## src/rtl/spi_pkg.sv

```systemverilog
// Shared types and helpers for the daisy-chain SPI master.
package spi_pkg;

  typedef enum logic [1:0] {
    ST_IDLE,
    ST_SETUP,
    ST_SHIFT,
    ST_HOLD
  } spi_state_t;

  // Mode encoding is {CPOL, CPHA}.
  localparam logic [1:0] SPI_MODE0 = 2'b00;
  localparam logic [1:0] SPI_MODE1 = 2'b01;
  localparam logic [1:0] SPI_MODE2 = 2'b10;
  localparam logic [1:0] SPI_MODE3 = 2'b11;

  function automatic int bit_cnt_w(input int n_dev, input int word_len);
    return $clog2(2 * n_dev * word_len + 1);
  endfunction

endpackage

```

## src/rtl/spi_sclk_gen.sv

```systemverilog
// SCLK divider: half-period down-counter, SCLK register and edge strobes.
// Strobes are asserted in the cycle whose closing i_clk edge toggles SCLK.
module spi_sclk_gen
  import spi_pkg::*;
#(
  parameter int p_CLK_DIV  = 10,
  parameter int p_NUM_DEV  = 2,
  parameter int p_WORD_LEN = 8
) (
  input  logic i_clk,
  input  logic i_rst,
  input  logic i_en,
  input  logic i_cpol,
  output logic o_sclk,
  output logic o_lead,
  output logic o_trail,
  output logic o_last
);

  localparam int DIV_W     = (p_CLK_DIV > 1) ? $clog2(p_CLK_DIV) : 1;
  localparam int EDGE_W    = bit_cnt_w(p_NUM_DEV, p_WORD_LEN);
  localparam int NUM_EDGES = 2 * p_NUM_DEV * p_WORD_LEN;

  logic [DIV_W-1:0]  div_q, div_d;
  logic [EDGE_W-1:0] edge_q, edge_d;
  logic              sclk_q, sclk_d;
  logic              tick;

  always_comb begin
    tick   = i_en && (div_q == '0);
    div_d  = div_q;
    edge_d = edge_q;
    sclk_d = sclk_q;
    if (!i_en) begin
      // Parked: SCLK follows the polarity that the next frame will use.
      div_d  = DIV_W'(p_CLK_DIV - 1);
      edge_d = '0;
      sclk_d = i_cpol;
    end else if (tick) begin
      div_d  = DIV_W'(p_CLK_DIV - 1);
      edge_d = edge_q + 1'b1;
      sclk_d = ~sclk_q;
    end else begin
      div_d  = div_q - 1'b1;
    end
  end

  always_ff @(posedge i_clk) begin
    if (i_rst) begin
      div_q  <= DIV_W'(p_CLK_DIV - 1);
      edge_q <= '0;
      sclk_q <= 1'b0;
    end else begin
      div_q  <= div_d;
      edge_q <= edge_d;
      sclk_q <= sclk_d;
    end
  end

  assign o_sclk  = sclk_q;
  assign o_lead  = tick && !edge_q[0];
  assign o_trail = tick && edge_q[0];
  assign o_last  = tick && (edge_q == EDGE_W'(NUM_EDGES - 1));

endmodule

```

## src/rtl/spi_daisy_master.sv

```systemverilog
// SPI master shifting one N-word frame through a daisy chain per CS window.
// Shared TX/RX shift register; the state machine and all outputs are registered.
module spi_daisy_master
  import spi_pkg::*;
#(
  parameter int p_WORD_LEN = 8,
  parameter int p_NUM_DEV  = 2,
  parameter int p_CLK_DIV  = 10,
  parameter int p_CS_SETUP = 2
) (
  input  logic                           i_clk,
  input  logic                           i_rst,
  input  logic                           i_cpol,
  input  logic                           i_cpha,
  input  logic [p_WORD_LEN*p_NUM_DEV-1:0] i_data,
  input  logic                           i_dv,
  input  logic                           i_miso,
  output logic                           o_ready,
  output logic                           o_sclk,
  output logic                           o_mosi,
  output logic                           o_ss_n,
  output logic                           o_active,
  output logic [p_WORD_LEN*p_NUM_DEV-1:0] o_data,
  output logic                           o_dv
);

  localparam int FRAME_W = p_WORD_LEN * p_NUM_DEV;
  localparam int TMR_W   = (p_CS_SETUP > 1) ? $clog2(p_CS_SETUP) : 1;

  spi_state_t         state_q, state_d;
  logic [TMR_W-1:0]   tmr_q, tmr_d;
  logic [FRAME_W-1:0] sr_q, sr_d;
  logic [FRAME_W-1:0] data_q, data_d;
  logic               rx_q, rx_d;
  logic               mosi_q, mosi_d;
  logic               cpol_q, cpol_d;
  logic               cpha_q, cpha_d;
  logic               ss_n_q, ss_n_d;
  logic               ready_q, ready_d;
  logic               dv_q, dv_d;

  logic shift_en, sclk, lead, trail, last;

  assign shift_en = (state_q == ST_SHIFT);

  spi_sclk_gen #(
    .p_CLK_DIV  (p_CLK_DIV),
    .p_NUM_DEV  (p_NUM_DEV),
    .p_WORD_LEN (p_WORD_LEN)
  ) u_sclk_gen (
    .i_clk   (i_clk),
    .i_rst   (i_rst),
    .i_en    (shift_en),
    .i_cpol  (cpol_d),
    .o_sclk  (sclk),
    .o_lead  (lead),
    .o_trail (trail),
    .o_last  (last)
  );

  always_comb begin
    state_d = state_q;
    tmr_d   = tmr_q;
    sr_d    = sr_q;
    data_d  = data_q;
    rx_d    = rx_q;
    mosi_d  = mosi_q;
    cpol_d  = cpol_q;
    cpha_d  = cpha_q;
    ss_n_d  = ss_n_q;
    ready_d = ready_q;
    dv_d    = 1'b0;
    case (state_q)
      ST_IDLE: begin
        ready_d = 1'b1;
        if (ready_q && i_dv) begin
          state_d = ST_SETUP;
          ready_d = 1'b0;
          ss_n_d  = 1'b0;
          sr_d    = i_data;
          cpol_d  = i_cpol;
          cpha_d  = i_cpha;
          tmr_d   = TMR_W'(p_CS_SETUP - 1);
          if (!i_cpha) mosi_d = i_data[FRAME_W-1];
        end
      end
      ST_SETUP: begin
        if (tmr_q == '0) state_d = ST_SHIFT;
        else             tmr_d   = tmr_q - 1'b1;
      end
      ST_SHIFT: begin
        if (!cpha_q) begin
          // Sample on the leading edge, shift and present the next bit on the trailing one.
          if (lead) rx_d = i_miso;
          if (trail) begin
            sr_d = {sr_q[FRAME_W-2:0], rx_q};
            if (!last) mosi_d = sr_q[FRAME_W-2];
          end
        end else begin
          if (lead)  mosi_d = sr_q[FRAME_W-1];
          if (trail) sr_d   = {sr_q[FRAME_W-2:0], i_miso};
        end
        if (last) begin
          state_d = ST_HOLD;
          tmr_d   = TMR_W'(p_CS_SETUP - 1);
        end
      end
      ST_HOLD: begin
        if (tmr_q == '0) begin
          state_d = ST_IDLE;
          ss_n_d  = 1'b1;
          dv_d    = 1'b1;
          data_d  = sr_q;
        end else begin
          tmr_d = tmr_q - 1'b1;
        end
      end
      default: state_d = ST_IDLE;
    endcase
  end

  always_ff @(posedge i_clk) begin
    if (i_rst) begin
      state_q <= ST_IDLE;
      tmr_q   <= '0;
      sr_q    <= '0;
      data_q  <= '0;
      rx_q    <= 1'b0;
      mosi_q  <= 1'b0;
      cpol_q  <= 1'b0;
      cpha_q  <= 1'b0;
      ss_n_q  <= 1'b1;
      ready_q <= 1'b1;
      dv_q    <= 1'b0;
    end else begin
      state_q <= state_d;
      tmr_q   <= tmr_d;
      sr_q    <= sr_d;
      data_q  <= data_d;
      rx_q    <= rx_d;
      mosi_q  <= mosi_d;
      cpol_q  <= cpol_d;
      cpha_q  <= cpha_d;
      ss_n_q  <= ss_n_d;
      ready_q <= ready_d;
      dv_q    <= dv_d;
    end
  end

  assign o_ready  = ready_q;
  assign o_sclk   = sclk;
  assign o_mosi   = mosi_q;
  assign o_ss_n   = ss_n_q;
  assign o_active = ~ss_n_q;
  assign o_data   = data_q;
  assign o_dv     = dv_q;

endmodule

```

## config.mk

```make
export PLATFORM = sky130hd
export DESIGN_NAME = spi_daisy_master
export DESIGN_NICKNAME = d
export VERILOG_FILES = /design/src/rtl/spi_pkg.sv /design/src/rtl/spi_sclk_gen.sv /design/src/rtl/spi_daisy_master.sv
export SDC_FILE = /design/constraint.sdc
export NUM_CORES = 1
export LEC_CHECK = 0
export ABC_AREA = 1
export CAP_MARGIN = 20
export CELL_PAD_IN_SITES_DETAIL_PLACEMENT = 1
export CELL_PAD_IN_SITES_GLOBAL_PLACEMENT = 2
export CORE_AREA = 2 2 122 77
export DETAILED_ROUTE_END_ITERATION = 6
export DIE_AREA = 0 0 124 79
export GPL_ROUTABILITY_DRIVEN = 1
export PLACE_DENSITY = 0.76
export SYNTH_ARGS = -nofsm -noshare
export SYNTH_HDL_FRONTEND = slang
export SYNTH_HIERARCHICAL = 1
export SYNTH_SLANG_ARGS = --single-unit
```

## constraint.sdc

```tcl
create_clock -name i_clk -period 2.21 [get_ports i_clk]
set_clock_uncertainty 0.1 [all_clocks]
set_input_delay 0.3315 -clock i_clk [delete_from_list [all_inputs] [get_ports i_clk]]
set_output_delay 0.3315 -clock i_clk [all_outputs]
set_load 0.01 [all_outputs]
```

==> results.md, run 1 <==
* Initial antenna violation count at 0
* Number of synthesized register bits at 53
* Final hold vios at 0
* Cts hold-fix bufs at 0
* RSZ-0062 raised after global routing: true
* Minimum clock period at 1.99 ns
* Type of the most critical hold path: reg -> reg
* First-pass GRT wire length at 10700 um
* Pwr dens at 1140 mW/mm^2
* Final Max Tran Viols at 0
* Core area at 0.00878 mm^2
* Cell variety after synth at 24
* Mapped Avg Cell Area at 7.03 um^2
* Synth-to-Final Area Change at 28.8%
* # Max-Cap Violations at 0
* Final worst slack at 0.217 ns
* Post CTS Setup Buffer Count at 0
* Slew @ Worst Pin at 0.550 ns
* CP max FO at 4
* Critical Path End Type: flop
* DP Worst Slack at 0.0770 ns
* Critical path data arrival time at 2.09 ns
* Worst hold slack at 0.311 ns
* Largest net degree at the start of global routing at 33
* Vias in the first global route at 2242
* Final net count at 427
* Share of cells above drive strength 1 at 6.80%
* Via density at 4.41
* Register area share after synthesis at 43.1%
* Routed WL at 6620 um
* Die span in y at 79 um
* Final setup vio count at 0
* Utilization after layout at 36.1%
* Clk buf depth at 2
* HPWL Detailed at 4670 um
* Global placement routability congestion at 0.701
* Core Rows at 27
* Pre-antenna DRT Iters at 4
* Post-synthesis simple-gate area fraction at 25.9%
* DRC at 0
* Slew margin rel. at 63.1%
* Die width at 124 um
* Leak at 1.40 nW
* Post-Synth Adder-Cell Area at 4.58%
* Antenna diode count at 0
* Sink Count at 53
* Mapped Area at 0.00246 mm^2
* H-tree Lvls at 2
* Post-Synth XOR/XNOR Area at 0.712%
* Peak Freq at 0.502 GHz
* Status: completed
* Syn_nets at 381
* Gate Count Post-Synth at 350
* DRT iter0 DRCs at 63
* Total power at 0.00360 W
* Clock transition at path regs at 0.07 ns
* Overall routing resource usage at 14.1%
* Largest family of logic cells by synthesized area: simple AND/OR/NAND/NOR gates
* CTS buffer count at 5
* Antenna-violating nets left at 0
* Die ar. at 0.00980 mm^2
* I/O pin cnt at 44
* Tcrit/Tclk final at 90.2%
* Global route total overflow at 0
* Routed WL per cell at 12.9 um
* Number of port buffers at 43
* Compound-Gate Fraction of Synth Area at 14.9%
* Mux contribution to synthesized area at 0%
* Yosys warnings at 6
* Nature of the critical path startpoint: flop
* WS Path Type: reg -> reg
* CTS tree: built
* Root Driver: clkbuf_16
* Setup_tns at 0 ns
* Skew-Pair Late Insertion Delay at 0.30 ns
* WP data required at 2.30 ns
* Starting Density at 28.0%
* VDD IR max at 0.380 mV
* Vias at 2263
worst paths after layout:
path                  startpoint                  end  slack, ns  cells past startpoint
min reg2reg  u_sclk_gen/div_q[0]  u_sclk_gen/div_q[0]       0.31                      1
min          u_sclk_gen/div_q[0]  u_sclk_gen/div_q[0]       0.31                      1
max                   state_q[0]               o_mosi       0.22                     12
max reg2reg           state_q[0]               o_mosi       0.22                     12
per-layer routing:
metal | vias up | track usage (%) | wire (um)
li1 | 1177 | - | -
met1 | 1046 | 20.1 | 3610
met2 | 31 | 20.4 | 2690
met3 | 9 | 3.30 | 219
met4 | 0 | 5.51 | 102
met5 | - | 0 | 0
report_power, final:
part	internal [W]	switching, W
logic	0.000564	0.000966
clock network	0.000421	0.000371
registers	0.00117	0.000104
total	0.00216	0.00144
cell type report:
cell class / count / area (um^2)
Tap cell: 116 / 145
Clock inverter: 2 / 15.0
Clock buffer: 6 / 129
Fill cell: 1124 / 5610
Timing Repair Buffer: 51 / 490
Sequential cell: 53 / 1060
Inverter: 44 / 165
Multi-Input combinational cell: 241 / 1160
kinds of logic (layout without fill, tap and decap cells):
group                    after synthesis  count (layout)
buffers and inverters                 57             103
flip-flops                            53              53
AO/OA/AOI/OAI                         68              69
adder cells (fa/ha/maj)                9               9
XOR/XNOR                               2               2
AND/OR/NAND/NOR                      161             161
synth_stat cells:
library cell / n / share of area [%]
nand2_2: 2 / 0.51
o211ai_4: 1 / 0.86
o21ai_0: 27 / 5.5
nand3_2: 1 / 0.41
clkbuf_1: 2 / 0.31
buf_1: 1 / 0.15
nor2_1: 70 / 11
o211ai_1: 1 / 0.31
nor3_1: 1 / 0.20
a211oi_1: 2 / 0.61
nor2_4: 1 / 0.46
o21ai_1: 15 / 3.1
dfxtp_1: 53 / 43
xnor2_1: 2 / 0.71
nor2_2: 2 / 0.51
buf_2: 4 / 0.81
buf_6: 6 / 2.7
nand3_1: 7 / 1.4
o21bai_1: 1 / 0.31
inv_2: 1 / 0.15
a21oi_1: 21 / 4.3
inv_1: 43 / 6.6
nand2_1: 77 / 12
ha_1: 9 / 4.6
critical path, stage by stage (launching register included):
cell	delay, ns
dfxtp_1	0.34
inv_1	0.13
ha_1	0.21
nand3_2	0.14
nor2_2	0.27
buf_4	0.17
inv_1	0.03
nor2_1	0.08
nor2_1	0.04
nor2_1	0.17
nand3_1	0.10
nand2_1	0.07
nor2_1	0.04
registers in the layout (all words and copies together), names as in the netlist, 2 cells and up:
name	cells
state_q	2
u_sclk_gen/edge_q	6
sr_q	16
o_data	16
u_sclk_gen/div_q	4
repair_timing:
action,4_1_cts,5_1_grt
gates resized for setup,0,4
setup endpoints to repair,0,19
hold endpoints to repair,0,0
stage by stage:
step	area, um^2	std cells
floorplan	2460	350
global placement	3000	504
detailed placement	3000	504
CTS	3140	512
global route	3170	513
finish	3170	513
placed cells by master (no fill, tap or decap), types with 2 or more instances in the layout:
master and n:
buf_4 8, xnor2_1 2, inv_1 43, nor2_2 5, clkinvlp_4 2, nor2_1 67, a211oi_1 2, o21ai_0 27
ha_1 9, nand3_1 7, dfxtp_1 53, o21ai_1 15, nand2_1 77, clkdlybuf4s50_1 43, clkbuf_16 5, o211ai_4 2
a21oi_1 21, nand2_2 2
No activity file was read; power rests on OpenSTA's default activity.
==> run 2, diff against run 1 <==
--- a/config.mk
+++ b/config.mk
@@ -6,7 +6,7 @@
 export NUM_CORES = 1
 export LEC_CHECK = 0
 export ABC_AREA = 1
-export CAP_MARGIN = 20
+export CAP_MARGIN = 25
 export CELL_PAD_IN_SITES_DETAIL_PLACEMENT = 1
 export CELL_PAD_IN_SITES_GLOBAL_PLACEMENT = 2
 export CORE_AREA = 2 2 122 77
==> results of run 2 <==
The final DEF is identical to that of run 1; final timing and power are the same.
